[src/rtl/alu_pkg.sv]
// Shared constants and types for the alu_top coprocessor block.
//   WIDTH      : operand/result width
//   ITER_COUNT : iterations for MUL (Booth) and DIV (restoring)
//   OP_*       : opcode encodings
//   state_t    : control FSM states
package alu_pkg;

  localparam int unsigned WIDTH      = 8;
  localparam int unsigned ITER_COUNT = 8;
  localparam int unsigned CNT_W      = $clog2(ITER_COUNT);

  localparam logic [1:0] OP_ADD = 2'b00;
  localparam logic [1:0] OP_SUB = 2'b01;
  localparam logic [1:0] OP_MUL = 2'b10;
  localparam logic [1:0] OP_DIV = 2'b11;

  typedef enum logic [1:0] {
    ST_IDLE   = 2'b00,
    ST_EXEC   = 2'b01,
    ST_OUT_LO = 2'b10,
    ST_OUT_HI = 2'b11
  } state_t;

  // MUL and DIV share the iterative unit; ADD and SUB do not.
  function automatic logic is_muldiv(input logic [1:0] op);
    return op[1];
  endfunction

endpackage

[src/rtl/alu_muldiv_unit.sv]
// Iterative multiply/divide datapath shared by MUL and DIV.
//   clk, reset : clock, async active-low reset
//   load       : capture operands and mode, clear counter
//   step       : perform one Booth or restoring iteration
//   mode       : 0 = signed Booth multiply, 1 = unsigned restoring divide
//   a, b       : operands (multiplicand/dividend, multiplier/divisor)
//   lo, hi     : result words (Q and AC registers)
//   last_c     : current step is the final iteration
module alu_muldiv_unit #(
  parameter int unsigned W = alu_pkg::WIDTH
) (
  input  logic         clk,
  input  logic         reset,
  input  logic         load,
  input  logic         step,
  input  logic         mode,
  input  logic [W-1:0] a,
  input  logic [W-1:0] b,
  output logic [W-1:0] lo,
  output logic [W-1:0] hi,
  output logic         last_c
);
  import alu_pkg::*;

  logic [W-1:0]     ac;
  logic [W-1:0]     q;
  logic             q_m1;
  logic [W-1:0]     m;
  logic [CNT_W-1:0] cnt;
  logic             mode_q;

  logic [W-1:0] ac_sum;
  logic [W-1:0] booth_ac;
  logic [W-1:0] booth_q;
  logic [W:0]   rem_sh;
  logic [W+1:0] rem_diff;
  logic [W-1:0] div_ac;
  logic [W-1:0] div_q;

  // Booth step: add/subtract M on the (Q0,Q-1) pair, then arithmetic shift.
  always_comb begin
    ac_sum = ac;
    unique case ({q[0], q_m1})
      2'b10:   ac_sum = ac - m;
      2'b01:   ac_sum = ac + m;
      default: ac_sum = ac;
    endcase
    booth_ac = {ac_sum[W-1], ac_sum[W-1:1]};
    booth_q  = {ac_sum[0], q[W-1:1]};
  end

  // Restoring step: the shifted remainder needs one extra bit, the
  // difference one more for the sign. A zero divisor naturally yields
  // an all-ones quotient with the dividend left in the remainder.
  always_comb begin
    rem_sh   = {ac, q[W-1]};
    rem_diff = {1'b0, rem_sh} - {2'b00, m};
    if (rem_diff[W+1]) begin
      div_ac = rem_sh[W-1:0];
      div_q  = {q[W-2:0], 1'b0};
    end else begin
      div_ac = rem_diff[W-1:0];
      div_q  = {q[W-2:0], 1'b1};
    end
  end

  // Datapath registers and iteration counter.
  always_ff @(posedge clk or negedge reset) begin
    if (!reset) begin
      ac     <= '0;
      q      <= '0;
      q_m1   <= 1'b0;
      m      <= '0;
      cnt    <= '0;
      mode_q <= 1'b0;
    end else if (load) begin
      ac     <= '0;
      q      <= mode ? a : b;
      q_m1   <= 1'b0;
      m      <= mode ? b : a;
      cnt    <= '0;
      mode_q <= mode;
    end else if (step) begin
      cnt <= cnt + CNT_W'(1);
      if (mode_q) begin
        ac <= div_ac;
        q  <= div_q;
      end else begin
        ac   <= booth_ac;
        q    <= booth_q;
        q_m1 <= q[0];
      end
    end
  end

  assign last_c = step && (cnt == CNT_W'(ITER_COUNT - 1));
  assign lo     = q;
  assign hi     = ac;

endmodule

[src/rtl/alu_top.sv]
// Four-operation arithmetic coprocessor with start/done handshake.
//   clk     : clock, rising edge
//   reset   : async active-low reset
//   start   : request, honoured only in IDLE
//   opcode  : 00 ADD, 01 SUB, 10 MUL, 11 DIV
//   inbus_a : operand A
//   inbus_b : operand B
//   outbus  : registered result word, held while idle
//   done    : high while outbus carries a result word
module alu_top #(
  parameter int unsigned WIDTH = alu_pkg::WIDTH
) (
  input  logic             clk,
  input  logic             reset,
  input  logic             start,
  input  logic [1:0]       opcode,
  input  logic [WIDTH-1:0] inbus_a,
  input  logic [WIDTH-1:0] inbus_b,
  output logic [WIDTH-1:0] outbus,
  output logic             done
);
  import alu_pkg::*;

  state_t           state;
  state_t           state_nxt;
  logic [1:0]       op_q;
  logic [WIDTH-1:0] a_q;
  logic [WIDTH-1:0] b_q;
  logic [WIDTH-1:0] addsub_q;
  logic [WIDTH-1:0] outbus_nxt;
  logic             done_nxt;

  logic             accept_c;
  logic             md_step_c;
  logic             md_last_c;
  logic [WIDTH-1:0] md_lo;
  logic [WIDTH-1:0] md_hi;

  assign accept_c  = (state == ST_IDLE) && start;
  assign md_step_c = (state == ST_EXEC) && is_muldiv(op_q);

  alu_muldiv_unit #(
    .W (WIDTH)
  ) u_muldiv (
    .clk    (clk),
    .reset  (reset),
    .load   (accept_c),
    .step   (md_step_c),
    .mode   (opcode == OP_DIV),
    .a      (inbus_a),
    .b      (inbus_b),
    .lo     (md_lo),
    .hi     (md_hi),
    .last_c (md_last_c)
  );

  // State register.
  always_ff @(posedge clk or negedge reset) begin
    if (!reset) begin
      state <= ST_IDLE;
    end else begin
      state <= state_nxt;
    end
  end

  // Next state and next output values.
  always_comb begin
    state_nxt  = state;
    outbus_nxt = outbus;
    done_nxt   = 1'b0;
    unique case (state)
      ST_IDLE: begin
        if (start) state_nxt = ST_EXEC;
      end
      ST_EXEC: begin
        if (!is_muldiv(op_q) || md_last_c) state_nxt = ST_OUT_LO;
      end
      ST_OUT_LO: begin
        done_nxt = 1'b1;
        if (is_muldiv(op_q)) begin
          outbus_nxt = md_lo;
          state_nxt  = ST_OUT_HI;
        end else begin
          outbus_nxt = addsub_q;
          state_nxt  = ST_IDLE;
        end
      end
      ST_OUT_HI: begin
        done_nxt   = 1'b1;
        outbus_nxt = md_hi;
        state_nxt  = ST_IDLE;
      end
      default: state_nxt = ST_IDLE;
    endcase
  end

  // Registered outputs.
  always_ff @(posedge clk or negedge reset) begin
    if (!reset) begin
      outbus <= '0;
      done   <= 1'b0;
    end else begin
      outbus <= outbus_nxt;
      done   <= done_nxt;
    end
  end

  // Request latch and single-cycle ADD/SUB datapath.
  always_ff @(posedge clk or negedge reset) begin
    if (!reset) begin
      op_q     <= OP_ADD;
      a_q      <= '0;
      b_q      <= '0;
      addsub_q <= '0;
    end else if (accept_c) begin
      op_q <= opcode;
      a_q  <= inbus_a;
      b_q  <= inbus_b;
    end else if ((state == ST_EXEC) && !is_muldiv(op_q)) begin
      addsub_q <= (op_q == OP_SUB) ? (a_q - b_q) : (a_q + b_q);
    end
  end

endmodule

[config.mk]
export PLATFORM = sky130hd
export DESIGN_NAME = alu_top
export DESIGN_NICKNAME = d
export VERILOG_FILES = /design/src/rtl/alu_pkg.sv /design/src/rtl/alu_muldiv_unit.sv /design/src/rtl/alu_top.sv
export SDC_FILE = /design/constraint.sdc
export NUM_CORES = 1
export LEC_CHECK = 0
export BUFFER_PORTS_ARGS = -buffer_cell sky130_fd_sc_hd__buf_4
export CAP_MARGIN = 20
export CORE_ASPECT_RATIO = 1.5
export CORE_MARGIN = 5
export CORE_UTILIZATION = 50
export CTS_CLUSTER_SIZE = 16
export DETAILED_ROUTE_END_ITERATION = 6
export PLACE_DENSITY = 0.65
export SLEW_MARGIN = 20
export SYNTH_ARGS = -nofsm -noshare
export SYNTH_HDL_FRONTEND = slang
export SYNTH_SLANG_ARGS = --single-unit
export TNS_END_PERCENT = 50
[constraint.sdc]
create_clock -name clk -period 6.5 [get_ports clk]
set_clock_uncertainty 0.2 [all_clocks]
set_input_delay 0.975 -clock clk [delete_from_list [all_inputs] [get_ports clk]]
set_output_delay 0.975 -clock clk [all_outputs]
set_load 0.03 [all_outputs]
==> results of run 1 <==
==> cell usage in the layout (no fill, tap or decap), drive strengths merged, types with 6 or more instances in the layout <==
master,n
xnor2,19
buf,30
a211oi,9
a21oi,23
mux2i,38
dfrtp,66
ha,28
mux2,10
clkbuf,12
nor2b,6
inv,25
nand2,91
nor3,6
o21ai,44
nor2,29
==> metal layers <==
metal | wire (µm) | global-route usage | up-vias | share of wire
met3 | 348 | 0.0376 | 37 | 0.031
met2 | 5900 | 0.367 | 80 | 0.53
met1 | 4320 | 0.237 | 1737 | 0.38
met5 | 0 | 0 | - | 0
li1 | - | - | 1792 | -
met4 | 659 | 0.140 | 0 | 0.059
==> worst max-delay path by stage <==
stage,endpoint,cells after the start
3_5_place_dp,addsub_q[7],9
6_report,addsub_q[7],9
5_1_grt,addsub_q[7],9
3_3_place_gp,addsub_q[7],9
2_1_floorplan,u_muldiv.hi[7],11
4_1_cts,addsub_q[7],9
==> worst max-delay path, cell delays in order (launching register included) <==
cell and delay [ns]:
dfrtp_1 0.59, nor2b_1 0.49, mux2i_1 0.37, ha_1 0.28
nor2b_1 0.13, o21ai_0 0.22, a21oi_1 0.13, o41ai_1 0.33
xnor2_1 0.17, o21ai_1 0.08
==> registers in the layout (all words and copies together) (netlist names), 2 cells and up <==
signal,flops
a_q,8
u_muldiv.m,8
outbus,8
b_q,8
state,2
op_q,2
u_muldiv.cnt,3
addsub_q,8
u_muldiv.hi,8
u_muldiv.lo,8
==> report_power, final <==
part / switching [mW] / internal [mW] / total, mW
sequential: 0.265 / 0.598 / 0.863
clock: 0.173 / 0.366 / 0.539
combinational: 1.02 / 0.817 / 1.84
total: 1.46 / 1.78 / 3.24
==> cells by family (layout without fill, tap and decap cells) <==
kind of cell | count (synthesis) | after routing | synth area share
flip-flops | 66 | 66 | 0.365
multiplexers | 48 | 48 | 0.112
adder cells (fa/ha/maj) | 31 | 31 | 0.0908
AND/OR/NAND/NOR | 162 | 162 | 0.169
XOR/XNOR | 24 | 24 | 0.0465
AO/OA/AOI/OAI | 118 | 118 | 0.169
buffers and inverters | 48 | 71 | 0.0470
==> area by class of cell <==
class                   count  share of cell area
clock buffers              12              0.0521
clock inverters             4              0.0142
inverters                  25              0.0184
multi-input cells         383               0.521
flip-flops and latches     66               0.323
well taps                 110              0.0269
repair buffers             30              0.0441
==> results.py, run 1 <==
metrics = {
    "setup_path": {
        "endpoint_kind": "flip-flop",
        "r2r_slack_ns": 3.37,
        "rr_endpoint": "addsub_q[7]",
        "cp-start-kind": "flip-flop",
        "crit_type": "reg -> reg",
        "worstSetupStartpoint": "op_q[1]",
        "cp_data_arrival_time_ns": 3.12,
        "crit_fanout": 14,
        "r2r_cells": 9,
        "r2r_start": "op_q[1]",
        "crit_required_ns": 6.49,
    },
    "floorplanning": {
        "dieArea_um2": 11100,
        "rows": 42,
        "io_pins": 30,
        "initial_utilization": 0.512,
        "die_y_um": 126,
        "core_um2": 8830,
        "die_x_um": 87.6,
    },
    "global_route": {
        "grt_pass1_vias": 3625,
        "grt_use_total": 0.214,
        "grt_start_max_net_pins": 67,
        "antenna_found_initial": 0,
        "overflow": 0,
        "grt_pass1_wl_um": 18200,
    },
    "detailed_routing": {
        "postRouteAntennaNets": 0,
        "drc": 0,
        "first_iter_violations": 175,
        "drt_pass1_iterations": 4,
        "routed_wl_um": 11200,
        "num_vias": 3646,
        "via_per_inst": 5.79,
        "wl_per_cell_um": 17.8,
    },
    "logic_synthesis": {
        "synth.largest_area_cell": "dfrtp_1",
        "syn_inst": 497,
        "yosys-top-cells-area": "dfrtp_1, mux2i_1, ha_1, nand2_1, o21ai_0",
        "ys_seq_elements": 66,
        "synth_common_cells": "nand2_1, dfrtp_1, o21ai_0",
        "synth.most_common_cell": "nand2_1",
        "ys_warn_count": 0,
        "netlist-cell-type-count": 63,
        "yosys_most_used_dff": "dfrtp_1",
        "synth_area_um2": 4520,
        "synth.top_cell.area_share": 0.365,
        "synth_nets": 549,
        "syn_area_per_cell_um2": 9.10,
        "ys_seq_area_frac": 0.365,
        "synth-edff-count": 0,
        "ys_async_sr_fraction": 1.00,
    },
    "pwr": {
        "p_leak_nw": 2.39,
        "ir_worst_vdd_uv": 311,
        "power.density_nw_per_um2": 634,
        "total_power_mw": 3.24,
    },
    "job": {
        "drv_cap": 0,
    },
    "final_layout": {
        "multiInputGateArea_um2": 2660,
        "design_area_um2": 5110,
        "drive_gt1_frac": 0.144,
        "ff_latch_area_um2": 1650,
        "nNetsFinal": 567,
        "fin_cells": 630,
        "syn_to_final_growth_pct": 13.0,
        "fillCellCount": 814,
        "n_antenna_cell": 0,
        "utilization": 0.579,
    },
    "worst_hold_path": {
        "whs_endpoint": "a_q[3]",
        "holdPathStages": 2,
        "hold_path.class": "reg -> reg",
        "holdCritStartpoint": "a_q[3]",
    },
    "clocking": {
        "insertion_delay_ns": 0.33,
        "cts_root_buf": "clkbuf_16",
        "cts_htree_levels": 3,
        "cts_max_path_buffers": 2,
        "cts-resized-gates": 0,
        "cts_tree": "built",
        "cts_setup_buffers": 0,
        "clkTransAtPathRegs_ns": 0.06,
        "cts_sinks": 66,
        "cts_buffers": 9,
        "hold_buffers": 0,
    },
    "timing": {
        "hold_viol": 0,
        "whs_ns": 0.283,
        "fin_crit_ns": 3.13,
        "finalSetupViolations": 0,
        "relSlewSlack": 0.316,
        "setup_slack_ns": 3.37,
        "rsz0062_at_grt": "false",
        "setup-tns-final_ns": 0,
        "period_share": 0.482,
        "finalMaxSlewViolations": 0,
        "fmax_mhz": 319,
        "worstMarginPinSlew_ns": 1.02,
    },
    "place": {
        "pre_cts_ws_ns": 3.36,
        "gp_congestion": 0.882,
        "place_inst": 614,
        "hpwl_um": 8610,
        "place.port_buffers": 29,
        "place_area_um2": 4770,
    },
    "status": {
        "status": "completed",
    },
}
Power figures use the tool's default switching activity.
==> run 2: changes to the inputs <==
ABC_AREA = 1   (was unset)
clock period = 3 ns   (was 6.5 ns; I/O delays follow)
==> results.py, run 2 <==
metrics = {
    "status": {
        "status": "completed",
    },
    "global_route": {
        "grt_pass1_vias": 4100,
        "overflow": 0,
        "grt_use_total": 0.247,
        "grt_pass1_wl_um": 20800,
        "grt_start_max_net_pins": 67,
        "antenna_found_initial": 0,
    },
    "floorplanning": {
        "dieArea_um2": 11000,
        "initial_utilization": 0.510,
        "die_x_um": 87.3,
        "io_pins": 30,
        "rows": 42,
        "core_um2": 8780,
        "die_y_um": 126,
    },
    "place": {
        "place_inst": 719,
        "gp_congestion": 0.908,
        "hpwl_um": 9980,
        "place.port_buffers": 29,
        "pre_cts_ws_ns": 0.234,
    },
    "final_layout": {
        "fin_cells": 736,
        "final_cell_mix": "nand2_1, inv_1, o21ai_0",
        "multiInputGateArea_um2": 2450,
        "syn_to_final_growth_pct": 13.6,
        "nNetsFinal": 673,
        "fillCellCount": 845,
        "layout_commonest_cell": "nand2_1",
        "drive_gt1_frac": 0.113,
        "utilization": 0.580,
        "ff_latch_area_um2": 1650,
        "n_antenna_cell": 0,
    },
    "logic_synthesis": {
        "yosys_most_used_dff": "dfrtp_1",
        "synth.top_cell.area_share": 0.369,
        "synth_xor_area_frac": 0.0332,
        "synth_area_um2": 4480,
        "synth.largest_area_cell": "dfrtp_1",
        "netlist-cell-type-count": 40,
        "synth_common_cells": "nand2_1, inv_1, o21ai_0",
        "yosys-top-cells-area": "dfrtp_1, nand2_1, ha_1, o21ai_0, inv_1",
        "synth_top_family_by_area": "simple AND/OR/NAND/NOR gates",
        "synth_nets": 645,
        "syn_area_per_cell_um2": 7.55,
        "ys_seq_elements": 66,
        "synth_simple_gate_area_frac": 0.223,
        "synth-edff-count": 0,
        "synth-compound-area-share": 0.184,
        "ys_warn_count": 0,
        "ys_async_sr_fraction": 1.00,
        "synth_adder_area_share": 0.0916,
        "synth.most_common_cell": "nand2_1",
        "syn_inst": 593,
        "ys_seq_area_frac": 0.369,
        "muxShareOfSynthArea": 0.0134,
    },
    "setup_path": {
        "rr_endpoint": "u_muldiv.hi[4]",
        "r2r_slack_ns": 0.27,
        "cp_data_arrival_time_ns": 2.75,
        "crit_type": "reg -> reg",
        "crit_fanout": 5,
        "r2r_start": "u_muldiv.m[1]",
        "crit_required_ns": 3.02,
        "endpoint_kind": "flip-flop",
        "cp-start-kind": "flip-flop",
        "r2r_cells": 16,
    },
    "detailed_routing": {
        "num_vias": 4099,
        "postRouteAntennaNets": 0,
        "first_iter_violations": 259,
        "via_per_inst": 5.57,
        "routed_wl_um": 12700,
        "drc": 0,
        "drt_pass1_iterations": 5,
        "wl_per_cell_um": 17.2,
    },
    "worst_hold_path": {
        "hold_path.class": "in -> async",
    },
    "job": {
        "drv_cap": 0,
    },
    "clocking": {
        "cts_htree_levels": 3,
        "cts_max_path_buffers": 2,
        "hold_buffers": 0,
        "cts_tree": "built",
        "insertion_delay_ns": 0.33,
        "cts_buffers": 9,
        "cts_sinks": 66,
        "clkTransAtPathRegs_ns": 0.06,
        "cts_root_buf": "clkbuf_16",
    },
    "timing": {
        "fmax_mhz": 366,
        "hold_viol": 0,
        "setup_slack_ns": 0.268,
        "finalMaxSlewViolations": 0,
        "setup-tns-final_ns": 0,
        "period_share": 0.911,
        "rsz0062_at_grt": "false",
        "finalSetupViolations": 0,
        "relSlewSlack": 0.432,
        "worstMarginPinSlew_ns": 0.852,
        "fin_crit_ns": 2.73,
        "whs_ns": 0.00274,
    },
    "pwr": {
        "p_leak_nw": 2.62,
        "power.density_nw_per_um2": 1350,
        "ir_worst_vdd_uv": 727,
    },
}
run 2: cell types whose count changed after synthesis, moves of 9 or more:
cell | before | now
a211oi_1 | 9 | 0
a21oi_1 | 20 | 36
inv_1 | 25 | 73
mux2_2 | 10 | 0
mux2i_1 | 37 | 6
nand2_1 | 91 | 143
nand3_1 | 5 | 31
o21ai_0 | 43 | 70
xnor2_1 | 19 | 3
xor2_1 | 5 | 14
run 2: metal layers:
layer  global-route usage  part of all wire
met1                0.281              0.38
met4                0.164             0.066
met3               0.0353             0.029
met2                0.418              0.52
met5                    0                 0
run 2: through the flow:
stage          power [mW]  instance area [µm²]
2_1_floorplan        4.70                 4480
3_3_place_gp         5.76                 4780
3_5_place_dp         5.81                 4780
4_1_cts              6.84                 5060
5_1_grt              7.56                 5090
6_report             6.85                 5090
run 2: worst max-delay path by stage:
stage | endpoint | slack, ns | depth (start not counted) | from
2_1_floorplan | u_muldiv.hi[4] | 0.48 | 16 | u_muldiv.m[1]
3_3_place_gp | u_muldiv.hi[2] | 0.25 | 12 | u_muldiv.lo[0]
3_5_place_dp | u_muldiv.hi[2] | 0.23 | 12 | u_muldiv.lo[0]
4_1_cts | u_muldiv.hi[2] | 0.21 | 12 | u_muldiv.lo[0]
5_1_grt | u_muldiv.hi[6] | 0.004 | 16 | u_muldiv.lo[0]
6_report | u_muldiv.hi[4] | 0.27 | 16 | u_muldiv.m[1]
run 2: cell families (layout without fill, tap and decap cells):
kind of cell	Yosys count	after routing
AO/OA/AOI/OAI	145	145
multiplexers	6	6
adder cells (fa/ha/maj)	31	31
AND/OR/NAND/NOR	231	231
XOR/XNOR	17	17
buffers and inverters	97	130
flip-flops	66	66
run 2: where the power goes:
| group | internal [mW] | switching [mW] | total [mW] |
|---|---|---|---|
| clock network | 0.641 | 0.374 | 1.02 |
| registers | 1.30 | 0.371 | 1.67 |
| logic | 1.55 | 2.62 | 4.17 |
run 2: cell type report:
| type | count | share of cell area |
|---|---|---|
| inverters | 78 | 0.0576 |
| clock inverters | 3 | 0.00787 |
| clock buffers | 13 | 0.0472 |
| repair buffers | 36 | 0.0531 |
| flip-flops and latches | 66 | 0.325 |
| well taps | 110 | 0.0271 |
| multi-input cells | 430 | 0.483 |
run 2: timing repair:
| action | 4_1_cts | 5_1_grt |
|---|---|---|
| setup buffers | 0 | 1 |
| resized for setup | 0 | 5 |
| setup endpoints to repair | 0 | 5 |
run 2: critical path, stage by stage, from the launching register on:
cell and delay, ns:
dfrtp_1 0.40, inv_2 0.11, ha_1 0.17, inv_1 0.04
nor2_1 0.18, a21oi_1 0.11, xor2_1 0.15, ha_1 0.33
nand2_1 0.09, inv_1 0.06, a21oi_1 0.12, o21ai_0 0.10
or2_2 0.28, nand3_1 0.06, nand3_1 0.07, nand3_1 0.09
nand2_1 0.05
==> run 3: changes to the inputs <==
BUFFER_PORTS_ARGS = unset   (was -buffer_cell sky130_fd_sc_hd__buf_4)
DONT_BUFFER_PORTS = 1   (was unset)
PLACE_DENSITY = 0.62   (was 0.65)
SYNTH_HIERARCHICAL = 1   (was unset)
==> results.py, run 3 <==
metrics = {
    "floorplanning": {
        "io_pins": 30,
        "core_um2": 8880,
        "die_y_um": 127,
        "die_x_um": 88.0,
        "rows": 42,
        "dieArea_um2": 11200,
        "initial_utilization": 0.514,
    },
    "logic_synthesis": {
        "synth.top_cell.area_share": 0.362,
        "synth_nets": 666,
        "netlist-cell-type-count": 37,
        "yosys-top-cells-area": "dfrtp_1, nand2_1, ha_1, o21ai_0, inv_1",
        "syn_inst": 614,
        "synth_area_um2": 4560,
        "synth.largest_area_cell": "dfrtp_1",
        "ys_seq_elements": 66,
        "ys_seq_area_frac": 0.362,
        "synth-edff-count": 0,
        "synth_common_cells": "nand2_1, inv_1, dfrtp_1",
        "ys_warn_count": 6,
        "ys_async_sr_fraction": 1.00,
        "syn_area_per_cell_um2": 7.43,
        "synth.most_common_cell": "nand2_1",
        "yosys_most_used_dff": "dfrtp_1",
    },
    "global_route": {
        "grt_pass1_vias": 4132,
        "antenna_found_initial": 0,
        "grt_pass1_wl_um": 20400,
        "overflow": 0,
        "grt_start_max_net_pins": 67,
        "grt_use_total": 0.238,
    },
    "clocking": {
        "insertion_delay_ns": 0.34,
        "cts_tree": "built",
        "cts_sinks": 66,
        "cts_buffers": 9,
        "cts_htree_levels": 3,
        "clkTransAtPathRegs_ns": 0.06,
        "cts_root_buf": "clkbuf_16",
        "cts_max_path_buffers": 2,
    },
    "timing": {
        "setup-tns-final_ns": 0,
        "hold_viol": 0,
        "period_share": 0.912,
        "worstMarginPinSlew_ns": 0.468,
        "relSlewSlack": 0.688,
        "fmax_mhz": 366,
        "finalMaxSlewViolations": 0,
        "finalSetupViolations": 0,
        "fin_crit_ns": 2.73,
    },
    "setup_path": {
        "crit_path_cell_trace": "inv_1, ha_1, nand3_1, o31ai_2, xor2_1, ha_1, nand2_1, inv_1, nand2_1, nand2_1, a21oi_1, nand3_1, nand4_1, nand3_1, nand3_1, nand2_1",
        "cp_data_arrival_time_ns": 2.76,
        "cpPeakStageDelay_ns": 0.42,
        "rr_endpoint": "u_muldiv/hi[7]",
        "r2r_start": "u_muldiv/m[1]",
        "endpoint_kind": "flip-flop",
        "crit_type": "reg -> reg",
        "r2r_cells": 16,
        "crit_fanout": 4,
        "cp_top_family": "simple AND/OR/NAND/NOR gates",
        "cp-start-kind": "flip-flop",
        "worst_path_max_delay_cell": "dfrtp_1",
        "crit_required_ns": 3.02,
        "r2r_slack_ns": 0.27,
        "worst-path-buf-inv": 2,
    },
    "detailed_routing": {
        "num_vias": 4149,
        "drt_pass1_iterations": 4,
        "routed_wl_um": 12500,
        "postRouteAntennaNets": 0,
        "wl_per_cell_um": 17.1,
        "via_per_inst": 5.69,
        "drc": 0,
        "first_iter_violations": 192,
    },
    "final_layout": {
        "n_antenna_cell": 0,
        "drive_gt1_frac": 0.0921,
        "design_area_um2": 5000,
        "nNetsFinal": 666,
        "final_cell_mix": "nand2_1, inv_1, dfrtp_1",
        "syn_to_final_growth_pct": 9.57,
        "layout_commonest_cell": "nand2_1",
    },
    "place": {
        "gp_congestion": 0.940,
        "hpwl_um": 9530,
        "place.port_buffers": 0,
        "place_area_um2": 4650,
    },
    "worst_hold_path": {
        "whs_endpoint": "a_q[2]",
        "hold_path.class": "in -> reg",
        "holdPathStages": 2,
        "holdCritStartpoint": "inbus_a[2]",
    },
    "status": {
        "status": "completed",
    },
    "job": {
        "drv_cap": 0,
    },
}
run 3: cell count changes after synthesis, moves of 5 or more:
| cell | change |
|---|---|
| a22oi_1 | -5 |
| inv_1 | -5 |
| mux2i_1 | -6 |
| nand2_1 | +25 |
| o211ai_1 | +11 |
| o21ai_0 | -15 |
| o21ai_1 | +7 |
| o22ai_1 | -6 |
| xnor2_1 | +7 |
| xor2_1 | -5 |
run 3: timing repair:
item	4_1_cts	5_1_grt
endpoints found under the hold margin	66	0
hold buffers	2	0
setup endpoints to repair	0	2
gates resized for setup	0	3
setup buffers	0	0
run 3: per-stage QoR:
stage                     utilization  setup slack (ns)  hold WS [ns]  cells
after floorplan                     -             0.547       -0.0456    614
after global placement          0.524             0.425       -0.0426    711
after detailed placement        0.524             0.323       -0.0418    711
after CTS                       0.562             0.317        0.0152    729
after global routing            0.563           -0.0553        0.0326    729
final                           0.563             0.265        0.0233    729
run 3: per-layer routing:
| layer | track usage | vias up | part of all wire |
|---|---|---|---|
| li1 | - | 2031 | - |
| met1 | 0.268 | 1970 | 0.39 |
| met2 | 0.405 | 100 | 0.51 |
| met3 | 0.0387 | 48 | 0.029 |
| met4 | 0.160 | 0 | 0.070 |
| met5 | 0 | - | 0 |
run 3: cell type report:
class	count	area, µm²
sequential	66	1650
multi-input combinational	455	2550
timing repair buffer	8	82.6
fill	845	3880
tap	110	138
clock inverter	7	76.3
inverter	74	278
clock buffer	9	225
run 3: worst max-delay path by stage:
stage	start	to	cells past startpoint
after floorplan	u_muldiv/lo[0]	u_muldiv/hi[6]	17
after global placement	u_muldiv/lo[0]	u_muldiv/hi[6]	17
after detailed placement	u_muldiv/lo[0]	u_muldiv/hi[7]	17
after CTS	u_muldiv/lo[0]	u_muldiv/hi[7]	17
after global routing	u_muldiv/m[1]	u_muldiv/hi[6]	17
final	u_muldiv/m[1]	u_muldiv/hi[7]	16
run 3: kinds of logic (layout without fill, tap and decap cells):
| kind of cell | count (synthesis) | in the layout | synth area share |
|---|---|---|---|
| simple gates | 265 | 265 | 0.254 |
| compound gates | 140 | 140 | 0.176 |
| buf+inv | 93 | 98 | 0.0820 |
| flops | 66 | 66 | 0.362 |
| fa+ha+maj | 31 | 31 | 0.0899 |
| xor+xnor | 19 | 19 | 0.0365 |
Power of run 3 is left out: the tool's default activity adds up to more than one toggle a clock period on the data nets, which glitch-free logic cannot reach.
